File: src/rtl/player_move_ctrl_pkg.sv
// Shared definitions for the player mover: FSM states, key direction codes
// and the wall tile id range shared with the map resources.
package player_move_ctrl_pkg;

   typedef enum logic [1:0] {
      ST_IDLE  = 2'd0,
      ST_READ  = 2'd1,
      ST_CHECK = 2'd2,
      ST_COOL  = 2'd3
   } state_t;

   // The keyboard front end encodes key_dir with these same values.
   typedef enum logic [1:0] {
      DIR_UP    = 2'd0,
      DIR_DOWN  = 2'd1,
      DIR_LEFT  = 2'd2,
      DIR_RIGHT = 2'd3
   } dir_t;

   // Resource tile ids: the wall tiles occupy a contiguous inclusive range.
   localparam logic [15:0] RS_wall_0 = 16'h0010;
   localparam logic [15:0] RS_wall_1 = 16'h0011;
   localparam logic [15:0] RS_wall_2 = 16'h0012;

   typedef struct packed {
      logic [3:0] x;
      logic [3:0] y;
   } cell_t;

endpackage

File: src/rtl/player_move_ctrl_tile_pass_check.sv
// Combinational tile classifier: flags tile ids that block movement.
// Shared by anything that walks the map (player, enemies, NPCs).
module tile_pass_check
   import player_move_ctrl_pkg::*;
(
   input  logic [15:0] tile_id,
   output logic        blocking
);

   assign blocking = (tile_id >= RS_wall_0) && (tile_id <= RS_wall_2);

endmodule

File: src/rtl/player_move_ctrl.sv
// Player step sequencer: accepts a direction, bounds-checks, reads the target
// tile, then commits or rejects the move, followed by an optional cooldown.
module player_move_ctrl
   import player_move_ctrl_pkg::*;
#(
   parameter int GRID_W   = 16,
   parameter int GRID_H   = 16,
   parameter int INIT_X   = 0,
   parameter int INIT_Y   = 0,
   parameter int COOLDOWN = 5_000_000,
   parameter int CD_W     = 23
) (
   input  logic        clk,
   input  logic        rst,
   input  logic        key_valid,
   input  logic [1:0]  key_dir,
   output logic        key_ready,
   input  logic        pos_load,
   input  logic [3:0]  pos_load_x,
   input  logic [3:0]  pos_load_y,
   output logic        map_rd_en,
   output logic [3:0]  map_rd_x,
   output logic [3:0]  map_rd_y,
   input  logic [15:0] map_rd_data,
   output logic [3:0]  player_x,
   output logic [3:0]  player_y,
   output logic        move_done,
   output logic        bumped
);

   localparam logic [4:0]      X_LAST  = 5'(GRID_W - 1);
   localparam logic [4:0]      Y_LAST  = 5'(GRID_H - 1);
   localparam logic [CD_W-1:0] CD_LOAD = (COOLDOWN == 0) ? '0 : CD_W'(COOLDOWN - 1);
   localparam cell_t           INIT_POS = '{x: 4'(INIT_X), y: 4'(INIT_Y)};
   localparam state_t          AFTER_STEP = (COOLDOWN == 0) ? ST_IDLE : ST_COOL;

   state_t          state_q, state_d;
   cell_t           pos_q, pos_d, tgt_q, tgt_d, rd_q, rd_d, step_tgt;
   logic            rd_en_q, rd_en_d, done_q, done_d, bump_q, bump_d;
   logic            ready_q, ready_d, off_grid, blocking;
   logic [CD_W-1:0] cnt_q, cnt_d;

   tile_pass_check u_pass (
      .tile_id  (map_rd_data),
      .blocking (blocking)
   );

   // Compares are widened so positions loaded past the grid edge still read as off-grid.
   always_comb begin
      off_grid = 1'b0;
      step_tgt = pos_q;
      case (dir_t'(key_dir))
         DIR_UP:    begin off_grid = (pos_q.y == 4'd0);          step_tgt.y = pos_q.y - 4'd1; end
         DIR_DOWN:  begin off_grid = ({1'b0, pos_q.y} >= Y_LAST); step_tgt.y = pos_q.y + 4'd1; end
         DIR_LEFT:  begin off_grid = (pos_q.x == 4'd0);          step_tgt.x = pos_q.x - 4'd1; end
         DIR_RIGHT: begin off_grid = ({1'b0, pos_q.x} >= X_LAST); step_tgt.x = pos_q.x + 4'd1; end
         default:   ;
      endcase
   end

   always_comb begin
      state_d = state_q;
      pos_d   = pos_q;
      tgt_d   = tgt_q;
      rd_d    = rd_q;
      rd_en_d = 1'b0;
      done_d  = 1'b0;
      bump_d  = 1'b0;
      cnt_d   = cnt_q;
      case (state_q)
         ST_IDLE: begin
            if (key_valid && ready_q) begin
               if (off_grid) begin
                  done_d  = 1'b1;
                  bump_d  = 1'b1;
                  cnt_d   = CD_LOAD;
                  state_d = AFTER_STEP;
               end else begin
                  tgt_d   = step_tgt;
                  rd_d    = step_tgt;
                  rd_en_d = 1'b1;
                  state_d = ST_READ;
               end
            end
         end
         ST_READ:  state_d = ST_CHECK;
         ST_CHECK: begin
            done_d  = 1'b1;
            bump_d  = blocking;
            if (!blocking) pos_d = tgt_q;
            cnt_d   = CD_LOAD;
            state_d = AFTER_STEP;
         end
         ST_COOL: begin
            if (cnt_q == '0) state_d = ST_IDLE;
            else             cnt_d   = cnt_q - 1'b1;
         end
         default: state_d = ST_IDLE;
      endcase
      // A forced load aborts any step in flight and drops a same-cycle key.
      if (pos_load) begin
         pos_d   = '{x: pos_load_x, y: pos_load_y};
         state_d = ST_IDLE;
         cnt_d   = '0;
         rd_en_d = 1'b0;
         done_d  = 1'b0;
         bump_d  = 1'b0;
      end
      ready_d = (state_d == ST_IDLE);
   end

   always_ff @(posedge clk) begin
      if (rst) begin
         state_q <= ST_IDLE;
         pos_q   <= INIT_POS;
         tgt_q   <= '0;
         rd_q    <= '0;
         rd_en_q <= 1'b0;
         done_q  <= 1'b0;
         bump_q  <= 1'b0;
         ready_q <= 1'b1;
         cnt_q   <= '0;
      end else begin
         state_q <= state_d;
         pos_q   <= pos_d;
         tgt_q   <= tgt_d;
         rd_q    <= rd_d;
         rd_en_q <= rd_en_d;
         done_q  <= done_d;
         bump_q  <= bump_d;
         ready_q <= ready_d;
         cnt_q   <= cnt_d;
      end
   end

   assign key_ready = ready_q;
   assign map_rd_en = rd_en_q;
   assign map_rd_x  = rd_q.x;
   assign map_rd_y  = rd_q.y;
   assign player_x  = pos_q.x;
   assign player_y  = pos_q.y;
   assign move_done = done_q;
   assign bumped    = bump_q;

endmodule

File: config.mk
export PLATFORM = sky130hd
export DESIGN_NAME = player_move_ctrl
export DESIGN_NICKNAME = d
export VERILOG_FILES = /design/src/rtl/player_move_ctrl_pkg.sv /design/src/rtl/player_move_ctrl_tile_pass_check.sv /design/src/rtl/player_move_ctrl.sv
export SDC_FILE = /design/constraint.sdc
export NUM_CORES = 1
export LEC_CHECK = 0
export CAP_MARGIN = 25
export CORE_MARGIN = 1
export CORE_UTILIZATION = 48
export CTS_BUF_LIST = sky130_fd_sc_hd__clkbuf_2
export DETAILED_ROUTE_END_ITERATION = 12
export PLACE_DENSITY = 0.76
export SYNTH_ARGS = -nofsm -noshare
export SYNTH_HDL_FRONTEND = slang
export SYNTH_SLANG_ARGS = --single-unit
File: constraint.sdc
create_clock -name clk -period 2.62 [get_ports clk]
set_clock_uncertainty 0.1 [all_clocks]
set_input_delay 0.262 -clock clk [delete_from_list [all_inputs] [get_ports clk]]
set_output_delay 0.262 -clock clk [all_outputs]
set_load 0.1 [all_outputs]
==> key figures, run 1 <==
Status
  • Status: finished, violations left
  • Failing checks: negative setup slack

Floorplan
  • # rows: 25
  • Die height: 73.44 um
  • Initial Util: 0.5086
  • Boundary Pins: 50
  • Die W: 73.44 um
  • Die ar.: 0.005393 sq mm
  • CORE AREA: 0.004817 sq mm

Drt
  • 1st-pass router iterations: 4
  • DR WL/cell: 15.69 um
  • Number of DRC markers in iteration 0: 127
  • Vias/cell: 5.950
  • Final antenna-violating net count: 0
  • Residual DRC: 0
  • Via Count: 2475
  • WL final: 6.529 mm

Synthesis
  • Async SR Flop Fraction: 0
  • Mapped Nets: 315
  • Synth Flop Type: dfxtp_1
  • Count leader, synth: dfxtp_1
  • Syn Area/Cell: 8.844 sq um
  • Synth top area share: 0.3677
  • Post-Syn Area: 0.002450 sq mm
  • Yosys warning count: 0
  • Synthesized instance count: 277
  • Post-synth EDFFs: 0
  • Dominant cells by area after synthesis: dfxtp_1 37%, mux2i_1 6.5%, a211oi_1 4.3%, nor2_1 4.3%, or4_1 4.3%
  • Seq/Total Area, Yosys: 0.3677
  • Synth area leader: dfxtp_1
  • Netlist cell types: 46
  • Most common library cells after synthesis: 45 x dfxtp_1, 28 x nor2_1, 17 x a21oi_1, 16 x mux2i_1
  • Yosys reg bits: 45

Global route
  • Initial antenna violation count: 0
  • Global-route wire length before repair: 10.58 mm
  • Largest net degree at the start of global routing: 19
  • Number of global-route vias before repair: 2287
  • Gr usage total: 0.2585
  • Remaining Overflow, GRT: 0

Timing
  • Period utilization: 1.005
  • Setup ws final: -0.01209 ns
  • Fmax: 0.3799 GHz
  • Worst rel slew slack: 0.4650
  • Min Tclk post-route: 2.632 ns
  • Final Max Tran Viols: 0
  • Slew @ Worst Pin: 0.8024 ns
  • Final Hold Violating Endpoints: 0
  • RSZ-0062 raised after global routing: true
  • Final setup fails: 2

Critical path
  • Kind of critical path: reg -> reg
  • Nature of the critical path endpoint: flip-flop
  • FF-to-FF Start: player_y[3]
  • Critical-path top delay cell: or4_4
  • WP data arrival: 2.92 ns
  • Cell class contributing the biggest share of worst-path delay: simple AND/OR/NAND/NOR gates
  • Crit path from: player_y[3]
  • Reg-to-reg slack, setup: -0.01 ns
  • CP Cell Sequence: or4_4 > mux4_2 > a221o_1 > buf_6 > or4_1 > a21oi_1
  • Critical Path Max Stage Delay: 0.53 ns
  • Worst path bufs/invs: 1
  • Critical Path Source Type: flip-flop
  • CP required: 2.91 ns
  • Worst Path Max Fanout: 9

Run
  • Max-Cap Viols: 0

Clocking
  • Clk buf depth: 2
  • CTS tree: done
  • Clk_lat worst skew: 0.44 ns
  • H-Tree Depth: 2
  • Clock-pin slew on the worst setup and hold paths: 0.23 ns
  • Clock sinks: 45
  • CTS buffer count: 5
  • CTS Root Cell: clkbuf_2

Cells and area
  • Fillers: 437
  • Layout cells sized above 1: 0.2521
  • Final instance area: 0.003316 sq mm
  • Nets: 387
  • Ant. Diodes: 0
  • Area grow syn2layout: 35.34%

Place
  • Final HPWL DP: 4.767 mm
  • GPL Wtd Cong: 0.8776
  • Placed Area: 0.003193 sq mm
  • Port Buf Inserts: 49

Power and ir drop
  • Cell leakage power: 1.321 nW
  • Power Total: 1.923 mW
  • PD cells: 579.8 mW/mm^2
  • Peak VDD IR: 0.3775 mV

Min path
  • Worst hold-check path type: in -> reg
  • Hold path start: pos_load_y[1]
[kinds of logic (layout without fill, tap and decap cells)]
kind of cell,count (synthesis),after routing,share of synthesized area
xor+xnor,6,6,0.02145
flops,45,45,0.3677
simple gates,103,103,0.2365
compound gates,75,75,0.2160
fa+ha+maj,8,8,0.04699
mux,17,17,0.07456
buf+inv,23,95,0.03677
[per-layer routing]
metal,vias up,track usage,part of all wire
met4,0,0.1175,0.019
met3,13,0.05898,0.066
met2,89,0.4057,0.46
met1,1161,0.3373,0.45
met5,-,0,0
li1,1212,-,-
[report_power, final]
| group | internal, mW | switching [mW] | total [mW] |
|---|---|---|---|
| clock network | 0.0620 | 0.224 | 0.287 |
| registers | 0.735 | 0.0413 | 0.776 |
| logic | 0.325 | 0.535 | 0.860 |
| total | 1.12 | 0.800 | 1.92 |
[path summary, 6_finish.rpt]
kind | to | depth (start not counted)
setup / recovery | cnt_q[7] | 6
hold / removal | player_y[1] | 3
setup reg to reg | cnt_q[7] | 6
hold reg to reg | cnt_q[17] | 2
[sequential cells by signal (all words and copies together), names as in the netlist]
register / count
bumped: 1
cnt_q: 23
key_ready: 1
map_rd_en: 1
map_rd_x: 4
map_rd_y: 4
move_done: 1
player_x: 4
player_y: 4
state_q: 2
[placed cells by master (no fill, tap or decap), types with 2 or more instances in the layout]
master           instances
dfxtp_1                 36
nand4_1                  6
o21ai_0                  5
o41ai_1                  3
nand2_1                 12
inv_1                    6
dfxtp_2                  3
or4_4                    2
buf_4                   48
a31oi_1                  8
and2_1                   4
fa_1                     2
or2_2                    6
xnor2_1                  6
dfxtp_4                  6
nand3_1                  3
clkdlybuf4s50_1         29
o41ai_2                  3
buf_6                    3
a211oi_1                14
nor4_2                   2
ha_1                     6
nand3b_1                 2
mux2i_1                 16
nand4b_1                 3
nor4_1                   3
or3_1                    5
a311oi_1                 4
a21oi_1                 17
a21o_1                   2
nand2b_1                 4
nor2_1                  28
or4_1                   12
o31ai_1                  6
clkbuf_2                 6
a31o_2                   3
a221o_1                  2
nor3_1                   6
[metrics by stage]
stage / utilization / std cells / setup TNS, ns / setup WS [ns] / hold WS (ns)
global route: 0.6883 / 416 / -0.3158 / -0.08335 / 0.3710
finish: 0.6883 / 416 / -0.02035 / -0.01209 / 0.3599
floorplan: - / 277 / -0.1660 / -0.04532 / 0.3472
global placement: 0.6629 / 408 / 0 / 0.009701 / 0.3676
CTS: 0.6714 / 415 / -0.008160 / -0.008160 / 0.3554
detailed placement: 0.6629 / 408 / -0.01494 / -0.01494 / 0.3710
[tightest hold or removal path, stage by stage]
cell	delay [ns]
clkdlybuf4s50_1	0.39
mux2i_1	0.13
a211oi_1	0.08
[layout make-up]
class	instances	area, sq um	share of cell area
Clock buffer	6	30.03	0.009057
Inverter	6	22.52	0.006792
Timing Repair Buffer	82	715.7	0.2158
Tap cell	67	83.83	0.02528
Clock inverter	1	3.754	0.001132
Sequential cell	45	927.1	0.2796
Multi-Input combinational cell	209	1533	0.4623
[timing repair]
item / CTS / global route
endpoints found under the hold margin: 0 / 0
gates resized for setup: 2 / 11
hold buffers: 0 / 0
setup buffers: 0 / 0
setup endpoints to repair: 3 / 18
pin swaps: 0 / 1
gates cloned: 0 / 1
No activity file was read; power rests on OpenSTA's default activity.
==> inputs of run 2 (changes only) <==
- CORE_UTILIZATION: 48 -> 45
- GPL_TIMING_DRIVEN: default -> 0
- PLACE_DENSITY: 0.76 -> 0.72
==> key figures, run 2 (synthesis results as in run 1) <==
Timing
  • Slew @ Worst Pin: 0.9760 ns
  • Min Tclk post-route: 2.691 ns
  • Final Max Tran Viols: 0
  • Worst rel slew slack: 0.3473
  • Period utilization: 1.027
  • Final Hold Violating Endpoints: 0
  • Fmax: 0.3716 GHz
  • Setup ws final: -0.07135 ns
  • Final setup fails: 5
  • RSZ-0062 raised after global routing: true

Clocking
  • Clk_lat worst skew: 0.40 ns
  • Clk buf depth: 2
  • Clock sinks: 45
  • Clock-pin slew on the worst setup and hold paths: 0.24 ns
  • CTS tree: done
  • Post-CTS Hold Fix Bufs: 0
  • CTS buffer count: 5
  • H-Tree Depth: 2
  • CTS Root Cell: clkbuf_2

Critical path
  • Critical Path Source Type: flip-flop
  • Crit path from: player_x[2]
  • Nature of the critical path endpoint: flip-flop
  • Reg-to-reg slack, setup: -0.07 ns
  • Kind of critical path: reg -> reg
  • CP required: 2.88 ns
  • Worst setup endpoint: cnt_q[20]
  • Worst Path Max Fanout: 6
  • Reg2reg end: cnt_q[20]
  • WP data arrival: 2.95 ns
  • FF-to-FF Start: player_x[2]
  • Worst reg2reg path depth: 6

Cells and area
  • Max reg flops: 23
  • Final instance area: 0.003363 sq mm
  • Finished Core Util: 0.6502
  • Ant. Diodes: 0
  • Nets: 384
  • Sequential Area: 927.1 sq um
  • Area grow syn2layout: 37.28%
  • Top reg by flops: cnt_q
  • Fillers: 427
  • Final std cells w/o fill: 417
  • Most common cell after layout, fill and taps aside: clkdlybuf4s50_1
  • Area of the multi-input gates: 0.001617 sq mm
  • Layout cells sized above 1: 0.1931
  • Commonest non-fill, non-tap cells in the layout: 47 x clkdlybuf4s50_1, 36 x dfxtp_1, 28 x nor2_1

Drt
  • Residual DRC: 0
  • Vias/cell: 5.916
  • Number of DRC markers in iteration 0: 156
  • Final antenna-violating net count: 0
  • WL final: 6.550 mm
  • DR WL/cell: 15.71 um
  • Via Count: 2467
  • 1st-pass router iterations: 4

Floorplan
  • Die height: 75.79 um
  • Boundary Pins: 50
  • # rows: 26
  • Die ar.: 0.005743 sq mm
  • Die W: 75.79 um
  • CORE AREA: 0.005172 sq mm
  • Initial Util: 0.4736

Global route
  • Remaining Overflow, GRT: 0
  • Gr usage total: 0.2409
  • Largest net degree at the start of global routing: 14
  • Number of global-route vias before repair: 2292
  • Global-route wire length before repair: 10.50 mm
  • Initial antenna violation count: 0

Place
  • Final HPWL DP: 4.492 mm
  • GPL Wtd Cong: 0.7933
  • Placed Area: 0.003054 sq mm
  • Placed cell count: 395
  • Worst slack, placed: -0.3421 ns
  • Port Buf Inserts: 47

Power and ir drop
  • Cell leakage power: 1.241 nW
  • PD cells: 586.6 mW/mm^2
  • Peak VDD IR: 0.4427 mV

Run
  • Max-Cap Viols: 0

Min path
  • Hold path start: rst
  • Worst hold-check path type: in -> reg

Status
  • Status: finished, violations left
  • Failing checks: negative setup slack
==> run 2: cell type report <==
class / instances / area share
Sequential cell: 45 / 0.2757
Multi-Input combinational cell: 209 / 0.4807
Buffer: 17 / 0.02753
Tap cell: 70 / 0.02604
Inverter: 6 / 0.006696
Clock buffer: 6 / 0.008929
Timing Repair Buffer: 62 / 0.1715
Clock inverter: 2 / 0.002976
==> run 2: how the worst min path moves through the flow <==
stage                   to  cells after the start  slack, ns
6_report       map_rd_x[3]                      2       0.20
5_1_grt        map_rd_x[3]                      2       0.18
4_1_cts        player_y[3]                      2       0.18
3_5_place_dp     cnt_q[17]                      2       0.38
3_3_place_gp     cnt_q[15]                      2       0.37
2_1_floorplan    cnt_q[17]                      2       0.35
==> run 2: worst max-delay path, cell delays in order (launching register included) <==
cell and delay [ns]:
dfxtp_4 0.39, or4_4 0.52, mux4_2 0.50, a221o_2 0.43, buf_6 0.17, or4_4 0.41
a21oi_2 0.14
==> run 2: metal layers <==
metal / global-route usage / up-vias / share of wire
met4: 0.08436 / 0 / 0.011
met3: 0.05291 / 9 / 0.047
li1: - / 1205 / -
met2: 0.4061 / 63 / 0.49
met1: 0.3028 / 1190 / 0.45
met5: 0 / - / 0
==> run 2: what timing repair did <==
item                                    4_1_cts  5_1_grt
endpoints found under the hold margin         0        0
resized for setup                            14       22
pin swaps                                     4        7
setup buffers                                 5        7
endpoints found under the setup margin       17       26
cloned                                        1        1
==> run 2: metrics by stage <==
step	hold slack (ns)	power [mW]	setup TNS, ns
CTS	0.1805	1.873	-0.1447
global route	0.1808	2.074	-0.6564
floorplan	0.3472	1.337	-0.1660
global placement	0.3653	1.521	-4.122
finish	0.2005	1.973	-0.1143
detailed placement	0.3813	1.535	-4.023
==> run 2: report_power, final <==
group	switching, mW	total (mW)	internal (mW)
Clock	0.225	0.292	0.0672
Sequential	0.0520	0.787	0.735
Combinational	0.557	0.894	0.337
Total	0.834	1.97	1.14
==> inputs of run 3 (changes only) <==
- CTS_CLUSTER_DIAMETER: default -> 150
==> results of run 3 <==
No change in the layout: final DEF, timing and power equal those of run 2.
